$ cat src/rtl/spi_arbiter.sv
// Two-requester round-robin arbiter in front of one SPI serdes, one transaction in flight at a time.
// Optional watchdog: define SPI_ARB_TIMEOUT_EN to abort transfers that see no done within TIMEOUT_CYCLES.
module spi_arbiter #(
    parameter int CMD_WIDTH      = 16,
    parameter int RX_WIDTH       = 8,
    parameter int TIMEOUT_CYCLES = 1024
) (
    input  logic                 spi_clk,
    input  logic                 reset_n,
    input  logic                 req0,
    input  logic                 req1,
    input  logic [CMD_WIDTH-1:0] cmd0,
    input  logic [CMD_WIDTH-1:0] cmd1,
    output logic                 ack0,
    output logic                 ack1,
    output logic [RX_WIDTH-1:0]  rdata,
    output logic                 err,
    output logic                 busy,
    output logic [CMD_WIDTH-1:0] data_tx,
    output logic                 start,
    input  logic                 done,
    input  logic [RX_WIDTH-1:0]  data_rx
);
    typedef enum logic [1:0] {
        IDLE = 2'b00,
        BUSY = 2'b01,
        GAP  = 2'b10
    } state_t;

    state_t               state_r;
    state_t               state_s;
    logic                 start_r;
    logic                 start_s;
    logic [CMD_WIDTH-1:0] data_tx_r;
    logic [CMD_WIDTH-1:0] data_tx_s;
    logic [RX_WIDTH-1:0]  rdata_r;
    logic [RX_WIDTH-1:0]  rdata_s;
    logic                 ack0_r;
    logic                 ack0_s;
    logic                 ack1_r;
    logic                 ack1_s;
    logic                 grant_r;
    logic                 grant_s;
    logic                 last_r;
    logic                 last_s;
    logic                 pick_s;
    logic                 timeout_hit_s;

    // On a tie the port that was not served last wins; otherwise the lone requester wins.
    assign pick_s = (req0 && req1) ? ~last_r : req1;

`ifdef SPI_ARB_TIMEOUT_EN
    localparam int CNT_W = $clog2(TIMEOUT_CYCLES) + 1;

    logic [CNT_W-1:0] cnt_r;
    logic [CNT_W-1:0] cnt_s;
    logic             err_r;

    assign timeout_hit_s = (state_r == BUSY) && !done &&
                           (cnt_r == CNT_W'(TIMEOUT_CYCLES - 1));

    // Watchdog count: advances only while staying in BUSY, zero otherwise.
    always_comb begin
        cnt_s = {CNT_W{1'b0}};
        if ((state_r == BUSY) && (state_s == BUSY)) begin
            cnt_s = cnt_r + {{(CNT_W-1){1'b0}}, 1'b1};
        end else begin
            cnt_s = {CNT_W{1'b0}};
        end
    end

    // Watchdog counter and error flag registers.
    always_ff @(posedge spi_clk or negedge reset_n) begin
        if (!reset_n) begin
            cnt_r <= {CNT_W{1'b0}};
            err_r <= 1'b0;
        end else begin
            cnt_r <= cnt_s;
            err_r <= timeout_hit_s;
        end
    end

    assign err = err_r;
`else
    logic cfg_unused_s;

    assign cfg_unused_s  = (TIMEOUT_CYCLES > 0);
    assign timeout_hit_s = 1'b0;
    assign err           = 1'b0;
`endif

    // Next-state and next-output logic for the IDLE/BUSY/GAP sequencer.
    always_comb begin
        state_s   = state_r;
        start_s   = start_r;
        data_tx_s = data_tx_r;
        rdata_s   = rdata_r;
        grant_s   = grant_r;
        last_s    = last_r;
        ack0_s    = 1'b0;
        ack1_s    = 1'b0;
        case (state_r)
            IDLE: begin
                if (req0 || req1) begin
                    grant_s   = pick_s;
                    last_s    = pick_s;
                    data_tx_s = pick_s ? cmd1 : cmd0;
                    start_s   = 1'b1;
                    state_s   = BUSY;
                end else begin
                    start_s   = 1'b0;
                end
            end
            BUSY: begin
                if (done || timeout_hit_s) begin
                    start_s = 1'b0;
                    rdata_s = done ? data_rx : {RX_WIDTH{1'b1}};
                    ack0_s  = ~grant_r;
                    ack1_s  = grant_r;
                    state_s = GAP;
                end else begin
                    start_s = 1'b1;
                end
            end
            // Wait for the serdes to drop done before a new grant can be issued.
            GAP: begin
                if (!done) begin
                    state_s = IDLE;
                end else begin
                    state_s = GAP;
                end
            end
            default: begin
                state_s = IDLE;
                start_s = 1'b0;
            end
        endcase
    end

    // State and registered output flops.
    always_ff @(posedge spi_clk or negedge reset_n) begin
        if (!reset_n) begin
            state_r   <= IDLE;
            start_r   <= 1'b0;
            data_tx_r <= {CMD_WIDTH{1'b0}};
            rdata_r   <= {RX_WIDTH{1'b0}};
            ack0_r    <= 1'b0;
            ack1_r    <= 1'b0;
            grant_r   <= 1'b0;
            last_r    <= 1'b1;
        end else begin
            state_r   <= state_s;
            start_r   <= start_s;
            data_tx_r <= data_tx_s;
            rdata_r   <= rdata_s;
            ack0_r    <= ack0_s;
            ack1_r    <= ack1_s;
            grant_r   <= grant_s;
            last_r    <= last_s;
        end
    end

    assign start   = start_r;
    assign data_tx = data_tx_r;
    assign rdata   = rdata_r;
    assign ack0    = ack0_r;
    assign ack1    = ack1_r;
    assign busy    = (state_r != IDLE);

endmodule

$ cat config.mk
export PLATFORM = sky130hd
export DESIGN_NAME = spi_arbiter
export DESIGN_NICKNAME = d
export VERILOG_FILES = /design/src/rtl/spi_arbiter.sv
export SDC_FILE = /design/constraint.sdc
export NUM_CORES = 1
export LEC_CHECK = 0
export CAP_MARGIN = 30
export CORE_UTILIZATION = 42
export CTS_CLUSTER_SIZE = 25
export DETAILED_ROUTE_END_ITERATION = 16
export PLACE_DENSITY_LB_ADDON = 0.12
export RECOVER_POWER = 25
export SYNTH_ARGS = -nofsm -noshare
export SYNTH_HDL_FRONTEND = slang
export SYNTH_SLANG_ARGS = --single-unit
$ cat constraint.sdc
create_clock -name spi_clk -period 3.75 [get_ports spi_clk]
set_input_delay 0.75 -clock spi_clk [delete_from_list [all_inputs] [get_ports spi_clk]]
set_output_delay 0.75 -clock spi_clk [all_outputs]
set_load 0.005 [all_outputs]
Word level (Yosys, flattened, before mapping)
Index checks and enable logic that the tools add are counted.

word-level totals
  register bits = 31
  input bits = 45
  output and inout bits = 29
  logic and storage cells = 34

operators by class
  equal/unequal tests = 4
  muxes and demuxes = 13
  bitwise gates (word level) = 2
  reductions and logical operators = 7

operator list
  operator            count
  $mux 16             1
  $mux 1              7
  $mux 2              3
  $pmux 2 s3          1
  $reduce_and 2->1    3
  $ne 2x2->1 const B  2
  $pmux 1 s3          1
  $eq 2x1->1 const B  1
  $eq 2x2->1 const B  1
  $logic_not 2->1     1
  $not 1->1           2
  $reduce_bool 2->1   1
  $logic_and 1x1->1   1
  $logic_or 1x1->1    1

Logic depth before layout (Yosys ltp)
Gate-level depths: netlist (run 1).

  depth in word-level cells = 3
  depth in mapped cells = 5
  mapped depth without buffers = 3

Worst setup path before layout (run 1)
No wires, ideal clock.

  path kind = input port to flip-flop
  from = input port req1
  to = register data_tx_r[10], in the netlist data_tx[10]
  setup time = 125 ps
  arrival time = 1736 ps
  required time = 3625 ps
  setup slack = 1890 ps
  cell stages on the path = 5
  path buffers = 2
  path through = a21bo_1 > buf_6 > buf_12 > mux2_4 > mux2_2

between the ends
  cells in the longest elaborated chain, start to end = 3
  elaborated cells on any way between the ends = 5
  those cells by class = mux (2); reduce/logical (3)

RTL lines
  element                 line  source
  start: declaration      11    input logic req1,
  $logic_and 1x1->1       50    assign pick_s = (req0 && req1) ? ~last_r : req1;
  $mux 1                  50
  $mux 16                 107   data_tx_s = pick_s ? cmd1 : cmd0;
  end signal: assignment  145   data_tx_r <= {CMD_WIDTH{1'b0}};
  end signal: assignment  154   data_tx_r <= data_tx_s;
  end: declaration        34    logic [CMD_WIDTH-1:0] data_tx_r;

Parallel ways exist; a longest one is shown, timed or not.
A chain may end at the register's enable or synchronous reset.

Worst setup path after layout (run 1)
  from = register state_r[0]
  to = output port busy

between the ends
  cells in the longest elaborated chain, start to end = 1

RTL lines
  element                   line  source
  start: declaration        30    state_t state_r;
  start signal: assignment  152   state_r <= state_s;
  $reduce_bool 2->1         168   assign busy = (state_r != IDLE);
  end: declaration          18    output logic busy,

No other way between the ends.

==> impl_metrics.yaml, run 1 <==
status:
  status: "finished with violations"
  violations: "capacitance limit, slew limit"
synth:
  synth-compound-area-share_pct: 3.27
  ys_types: 22
  syn_area_um2: 1420
  yosys.area_share.simple_pct: 2.83
  ys_seq_area_share_pct: 54.9
  ys.flop_type: "dfrtp_1"
  synthCells: 95
  avgSynthCellArea_um2: 14.9
  yosysWarningCount: 0
  yosys.area.top_type: "dfrtp_1"
  synth.net_count: 140
  synth_fa_ha_area_share_pct: 0
  synth.top_cell.area_share_pct: 53.1
  ys_seq_elements: 31
  yosys-top-cells-area: "dfrtp_1 (53%), mux2_2 (25%), mux2_4 (9.5%)"
  synthArstFlopShare_pct: 100
  synth.area.mux_share_pct: 34.2
  synth_xor_area_share_pct: 0.619
  synth_enable_flop_cells: 0
  synth_top_family_by_area: "multiplexers"
grt:
  grt_pass1_vias: 1094
  antenna_found_initial: 0
  grt_pass1_wl_mm: 4.64
  grt_max_degree: 32
  grt-ovfl-total: 0
  grt_usage_pct: 18.5
finish:
  drive_gt1_share_pct: 28.7
  n_fill_cell: 232
  final_cells: 215
  diodes: 0
  fin_nets: 215
  area_delta_synth_final_pct: 56.6
sta:
  grt_setup_unrepaired: "no"
  maxSlewViolCount: 32
  setup_viol_count_final: 0
  tns_ns: 0
  max_slew.worst_pin.slew_ns: 1.65
  post-route-period-util_pct: 63.7
  timing.fmax_ghz: 0.418
  relSlewSlack_pct: -9.78
  period_needed_ns: 2.39
  holdWs_ns: 0.480
  finalHoldViolCount: 0
  clock_skew_ns: 0.0116
setup_path:
  reg2reg_from: "last_r$_DFFE_PN1P_"
  reg2reg_depth: 3
  timing.rr.end: "data_tx[4]$_DFFE_PN0P_"
  path_max_fanout: 5
  arrival_ns: 1.64
  critPathLaunchType: "flop"
  criticalPathCategory: "reg -> out"
  required_ns: 3.00
  end_kind: "primary output"
  rrSetupSlack_ns: 1.79
route:
  post_drt_wl_per_cell_um: 14.1
  drt_iter0_drc: 16
  antenna_left: 0
  remaining_drc_errors: 0
  vias_per_cell: 4.72
  via_count: 1015
  firstDrtPassIters: 3
  routed_wl_mm: 3.03
power:
  irDropWorstVdd_mv: 0.333
  power_mw: 1.54
  p_leak_nw: 0.946
  pwr_density_cell_nw_per_um2: 695
cts:
  cts.htree.levels: 2
  cts_hold_buffers: 0
  cts_buffer_depth: 2
  clk_latency_ns: 0.32
  ctsResizeCount: 0
  clk_pin_slew_worst_paths_ns: 0.10
  cts_setup_buffers: 0
  cts-root-buf: "clkbuf_4"
  cts_tree: "done"
  cts_buffers: 5
  clock-sinks: 31
min_path:
  hold_class: "reg -> reg"
  hold_depth: 1
  whs_endpoint: "ack0$_DFF_PN0_"
  holdCritStartpoint: "grant_r$_DFFE_PN0P_"
flow_run:
  drv_cap: 1
floorplan:
  io_pins: 74
  die-width_um: 60.0
  die-area_um2: 3610
  die_y_um: 60.0
  rows: 20
  start_util_pct: 45.2
  core-area_um2: 3130
placement:
  gp_congestion: 0.656
  dp.final_hpwl_mm: 2.31
  dp_cells: 207
  port_buffers: 72
-- power by group --
part | switching (mW) | total (mW) | internal [mW]
clock | 0.106 | 0.217 | 0.110
sequential | 0.0887 | 0.593 | 0.505
combinational | 0.231 | 0.730 | 0.499
-- synthesized netlist by cell type (2+ instances only) --
cell     number
mux2_4        9
mux2_2       31
dfrtp_1      30
nand2_1       3
nor2_1        4
inv_1         2
-- sequential cells by signal, summed over array words and instances, names as in the netlist --
| register | flops |
|---|---|
| data_tx | 16 |
| rdata | 8 |
| state_r | 2 |
| ack0 | 1 |
| ack1 | 1 |
| grant_r | 1 |
| last_r | 1 |
| start | 1 |
-- worst max-delay path by stage --
stage,from,endpoint,slack [ns],cells past startpoint
2_1_floorplan,req1,data_tx[10]$_DFFE_PN0P_,1.89,5
3_3_place_gp,req1,data_tx[5]$_DFFE_PN0P_,1.06,4
3_5_place_dp,req1,data_tx[4]$_DFFE_PN0P_,0.99,4
4_1_cts,state_r[0]$_DFFE_PN0P_,busy,1.33,3
5_1_grt,reset_n,rdata[2]$_DFFE_PN0P_,1.03,2
6_report,state_r[0]$_DFFE_PN0P_,busy,1.36,3
-- critical path: stages, from the launching register on --
cell             delay, ns
dfrtp_1               0.44
nor2_1                0.32
inv_1                 0.10
clkdlybuf4s50_1       0.47
-- placed cells by master (no fill, tap or decap), types with 2 or more instances in the layout --
cell type,synthesis,routed
clkbuf_1,1,2
clkbuf_4,0,5
clkbuf_8,0,2
clkdlybuf4s50_1,0,70
dfrtp_1,30,30
mux2_4,9,9
nor2_1,4,4
nand2_1,3,3
inv_1,2,2
mux2_2,31,31
dlygate4sd3_1,0,2
-- kinds of logic (layout without fill, tap and decap cells) --
logic type | count (synthesis) | in the layout
multiplexers | 40 | 40
flip-flops | 31 | 31
AND/OR/NAND/NOR | 9 | 9
buffers and inverters | 7 | 83
AO/OA/AOI/OAI | 6 | 6
other | 1 | 1
XOR/XNOR | 1 | 1
-- routing by layer --
| layer | wire length (µm) | GRT usage [%] | vias up | part of all wire [%] |
|---|---|---|---|---|
| met4 | 65 | 11.0 | 0 | 2.1 |
| met1 | 1140 | 17.8 | 491 | 38 |
| met5 | 0 | 0 | - | 0 |
| met3 | 230 | 6.28 | 7 | 7.6 |
| met2 | 1590 | 33.8 | 40 | 53 |
| li1 | - | - | 477 | - |
-- stage by stage --
stage               worst slack, ns  instance area [µm²]  utilization (%)
finish                         1.36                 2220             70.8
global route                   1.03                 2220             70.8
CTS                            1.33                 2220             71.0
detailed placement            0.994                 2150             68.8
global placement               1.06                 2150             68.8
floorplan                      1.89                 1420                -
-- layout make-up --
class / instances / area [µm²] / area share [%]
Multi-Input combinational cell: 57 / 583 / 26.3
Sequential cell: 31 / 777 / 35.1
Inverter: 2 / 7.51 / 0.339
Clock buffer: 8 / 68.8 / 3.11
Timing Repair Buffer: 73 / 724 / 32.7
Tap cell: 44 / 55.1 / 2.48
No activity file was read; power rests on OpenSTA's default activity.
==> inputs of run 2 (changes only) <==
- CORE_UTILIZATION: 42 -> 35
- clock period: 3.75 -> 2 ns (I/O delays scaled with it)
==> impl_metrics.yaml, run 2 (synthesis gave the netlist of run 1 again) <==
grt:
  grt_pass1_vias: 1151
  use_met2_pct: 29.9
  grt_max_degree: 32
  use_met3_pct: 3.82
  grt_pass1_wl_mm: 4.95
  grt_usage_pct: 16.1
  grtUsageMet1_pct: 15.9
  top_usage_layer: "met2"
  grt-ovfl-total: 0
  antenna_found_initial: 0
setup_path:
  critical_path_buf_inv_count: 2
  crit_chain: "nor2_2 -> inv_1 -> clkdlybuf4s50_1"
  critPathMaxStageDelay_ns: 0.46
  required_ns: 1.60
  timing.rr.end: "data_tx[6]$_DFFE_PN0P_"
  arrival_ns: 1.47
  crit_family: "buffers and inverters"
  path_max_fanout: 5
  criticalPathCategory: "reg -> out"
  reg2reg_from: "last_r$_DFFE_PN1P_"
  rrSetupSlack_ns: 0.41
  critPathLaunchType: "flop"
  reg2reg_depth: 4
  end_kind: "primary output"
  crit_path_top_delay_cell: "clkdlybuf4s50_1"
floorplan:
  rows: 22
  io_pins: 74
  die-area_um2: 4300
  core-area_um2: 3770
  die_y_um: 65.6
  die-width_um: 65.6
  start_util_pct: 37.5
cts:
  cts_buffers: 5
  cts.htree.levels: 2
  cts_hold_buffers: 0
  clk_pin_slew_worst_paths_ns: 0.06
  clk_latency_ns: 0.28
  cts_buffer_depth: 2
  cts_tree: "done"
  clock-sinks: 31
  cts-root-buf: "clkbuf_8"
finish:
  stdcell_area_um2: 2310
  diodes: 0
  final_cell_mix: "clkdlybuf4s50_1 (71), mux2_2 (31), dfrtp_1 (30)"
  largest_reg_flops: 16
  fin_nets: 219
  drive_gt1_share_pct: 31.4
  final_common_cell: "clkdlybuf4s50_1"
  n_fill_cell: 286
  area_delta_synth_final_pct: 63.3
power:
  p_leak_nw: 0.991
  pwr_density_cell_nw_per_um2: 1340
  power_mw: 3.09
  irDropWorstVdd_mv: 0.652
sta:
  fin_ws_ns: 0.126
  holdWs_ns: 0.459
  period_needed_ns: 1.87
  grt_setup_unrepaired: "no"
  maxSlewViolCount: 0
  tns_ns: 0
  finalHoldViolCount: 0
  post-route-period-util_pct: 93.7
  relSlewSlack_pct: 50.2
  clock_skew_ns: 0.00124
  timing.fmax_ghz: 0.534
  setup_viol_count_final: 0
  max_slew.worst_pin.slew_ns: 0.747
min_path:
  holdCritStartpoint: "grant_r$_DFFE_PN0P_"
  whs_endpoint: "ack0$_DFF_PN0_"
  hold_class: "reg -> reg"
  hold_depth: 1
route:
  antenna_left: 0
  routed_wl_mm: 3.06
  via_count: 1055
  post_drt_wl_per_cell_um: 13.7
  firstDrtPassIters: 4
  vias_per_cell: 4.73
  drt_iter0_drc: 20
  remaining_drc_errors: 0
flow_run:
  drv_cap: 0
placement:
  place_area_um2: 2210
  port_buffers: 72
  dp.final_hpwl_mm: 2.33
  post-place-ws_ns: 0.0305
  gp_congestion: 0.647
status:
  status: "finished clean"
==> run 2: final cells by class <==
type | count | area [µm²] | area share (%)
timing repair buffer | 77 | 781 | 33.8
sequential | 31 | 777 | 33.6
multi-input combinational | 57 | 586 | 25.3
clock buffer | 8 | 100 | 4.33
tap | 48 | 60.1 | 2.60
inverter | 2 | 7.51 | 0.325
==> run 2: worst reg2reg max path: cells and delay by family, from the launching register on <==
kind,cells,cell delay [ns]
AOI/OAI and AO/OA,1,0.15
buffers and inverters,1,0.18
DFF,1,0.54
muxes,2,0.61
==> run 2: what timing repair did <==
item	in CTS	in global routing
gates resized for setup	0	1
setup endpoints to repair	0	1
setup buffers	0	0
hold endpoints to repair	0	0
==> run 2: power breakdown <==
group          internal, mW  switching, mW
Clock                 0.313          0.217
Sequential            0.950          0.181
Combinational         0.988          0.438
Total                  2.25          0.836
==> run 2: worst max-delay path by stage <==
stage	to	slack [ns]	start	depth (start not counted)
after floorplan	data_tx[10]$_DFFE_PN0P_	0.45	last_r$_DFFE_PN1P_	5
after global placement	data_tx[15]$_DFFE_PN0P_	0.06	req1	5
after detailed placement	data_tx[11]$_DFFE_PN0P_	0.03	req1	5
after CTS	busy	0.03	state_r[0]$_DFFE_PN0P_	3
after global routing	busy	0.04	state_r[0]$_DFFE_PN0P_	3
final	busy	0.13	state_r[0]$_DFFE_PN0P_	3
==> run 2: per-stage QoR <==
| step | std cells | utilization [%] |
|---|---|---|
| floorplan | 95 | - |
| global placement | 215 | 58.6 |
| detailed placement | 215 | 58.6 |
| CTS | 223 | 61.3 |
| global route | 223 | 61.3 |
| finish | 223 | 61.3 |
==> run 2: routing by layer <==
| layer | vias to the layer above | wire length (µm) |
|---|---|---|
| met4 | 0 | 73 |
| li1 | 488 | - |
| met2 | 41 | 1680 |
| met3 | 8 | 171 |
| met1 | 518 | 1130 |
| met5 | - | 0 |
==> inputs of run 3 (changes only) <==
- SETUP_SLACK_MARGIN: unset -> 0.2
- SKIP_LAST_GASP: unset -> 1
==> impl_metrics.yaml, run 3 (synthesis gave the netlist of run 1 again) <==
sta:
  fin_ws_ns: 0.282
  timing.fmax_ghz: 0.582
  grt_setup_unrepaired: "no"
  clock_skew_ns: 0.000801
  post-route-period-util_pct: 85.9
  relSlewSlack_pct: 50.3
  max_slew.worst_pin.slew_ns: 0.746
  setup_viol_count_final: 0
  maxSlewViolCount: 0
  tns_ns: 0
  finalHoldViolCount: 0
  period_needed_ns: 1.72
min_path:
  hold_class: "reg -> reg"
  hold_depth: 1
  whs_endpoint: "ack0$_DFF_PN0_"
  holdCritStartpoint: "grant_r$_DFFE_PN0P_"
setup_path:
  reg2reg_from: "last_r$_DFFE_PN1P_"
  crit_chain: "nor2_4 -> inv_1 -> clkdlybuf4s50_1"
  crit_path_top_delay_cell: "clkdlybuf4s50_1"
  rrSetupSlack_ns: 0.41
  critPathMaxStageDelay_ns: 0.45
  timing.rr.end: "data_tx[6]$_DFFE_PN0P_"
  path_max_fanout: 2
  reg2reg_depth: 4
  path_depth: 3
  critical_path_buf_inv_count: 2
  criticalPathCategory: "reg -> out"
  critPathLaunchType: "flop"
  end_kind: "primary output"
  required_ns: 1.60
  arrival_ns: 1.32
  crit_family: "buffers and inverters"
finish:
  largest_reg_flops: 16
  finish.utilization_pct: 62.1
  multiInputGateArea_um2: 591
  area_delta_synth_final_pct: 65.4
  final_cell_mix: "clkdlybuf4s50_1 (71), mux2_2 (31), dfrtp_1 (28)"
  fin_nets: 222
  final_cells: 226
  diodes: 0
  stdcell_area_um2: 2340
  drive_gt1_share_pct: 33.7
  final_common_cell: "clkdlybuf4s50_1"
  regArea_um2: 779
  n_fill_cell: 285
floorplan:
  core-area_um2: 3770
  rows: 22
  die-area_um2: 4300
  die-width_um: 65.6
  die_y_um: 65.6
  io_pins: 74
  start_util_pct: 37.5
route:
  via_count: 1061
  remaining_drc_errors: 0
  antenna_left: 0
  drt_iter0_drc: 18
  routed_wl_mm: 3.11
  vias_per_cell: 4.69
  post_drt_wl_per_cell_um: 13.8
  firstDrtPassIters: 3
flow_run:
  drv_cap: 0
power:
  p_leak_nw: 1.00
  irDropWorstVdd_mv: 0.651
  pwr_density_cell_nw_per_um2: 1350
cts:
  clk_pin_slew_worst_paths_ns: 0.06
  cts-root-buf: "clkbuf_8"
  cts_tree: "done"
  clock-sinks: 31
  cts_buffer_depth: 2
  cts_buffers: 5
  cts_hold_buffers: 0
  clk_latency_ns: 0.28
  cts.htree.levels: 2
status:
  status: "finished clean"
placement:
  dp_cells: 215
  dp.final_hpwl_mm: 2.33
  port_buffers: 72
  place_area_um2: 2210
  gp_congestion: 0.647
  post-place-ws_ns: 0.0305
grt:
  antenna_found_initial: 0
  grt_pass1_vias: 1167
  grt_usage_pct: 16.3
  grt_pass1_wl_mm: 5.02
  grt_max_degree: 32
  grt-ovfl-total: 0
-- run 3: how the worst max path moves through the flow --
stage	from	endpoint	slack [ns]
floorplan	last_r$_DFFE_PN1P_	data_tx[10]$_DFFE_PN0P_	0.45
global placement	req1	data_tx[15]$_DFFE_PN0P_	0.06
detailed placement	req1	data_tx[11]$_DFFE_PN0P_	0.03
CTS	state_r[0]$_DFFE_PN0P_	busy	0.21
global route	state_r[1]$_DFFE_PN0P_	busy	0.22
finish	state_r[1]$_DFFE_PN0P_	busy	0.28
-- run 3: cell type report --
class                   instances  share of cell area (%)
repair buffers                 80                    34.3
well taps                      48                    2.57
clock buffers                   8                    4.28
multi-input cells              57                    25.2
inverters                       2                   0.321
flip-flops and latches         31                    33.3
-- run 3: worst register-to-register path: stages (launching register included) --
cell and delay [ns]:
dfstp_2 0.54, a21bo_1 0.15, buf_12 0.18, mux2_2 0.35
mux2_2 0.26
-- run 3: layer usage --
metal | up-vias | GRT usage, % | part of all wire (%)
li1 | 492 | - | -
met1 | 522 | 15.9 | 37
met2 | 39 | 30.5 | 55
met3 | 8 | 3.82 | 5.6
met4 | 0 | 9.78 | 2.3
met5 | - | 0 | 0
-- run 3: metrics by stage --
stage	hold WS (ns)	total power [mW]
after floorplan	0.104	1.75
after global placement	0.438	2.52
after detailed placement	0.455	2.59
after CTS	0.459	3.19
after global routing	0.482	3.36
final	0.458	3.15
-- run 3: report_power, final --
part	internal [mW]	leakage, nW	switching [mW]
Sequential	0.954	0.365	0.175
Clock	0.313	0.0515	0.216
Combinational	1.03	0.588	0.462
Total	2.30	1.00	0.854
-- run 3: timing repair --
action                                  in CTS  in global routing
hold endpoints to repair                     0                  0
buffers inserted                             2                  1
gates cloned                                 0                  0
pin swaps                                    0                  1
gates resized for setup                      4                  0
endpoints found under the setup margin       1                  1
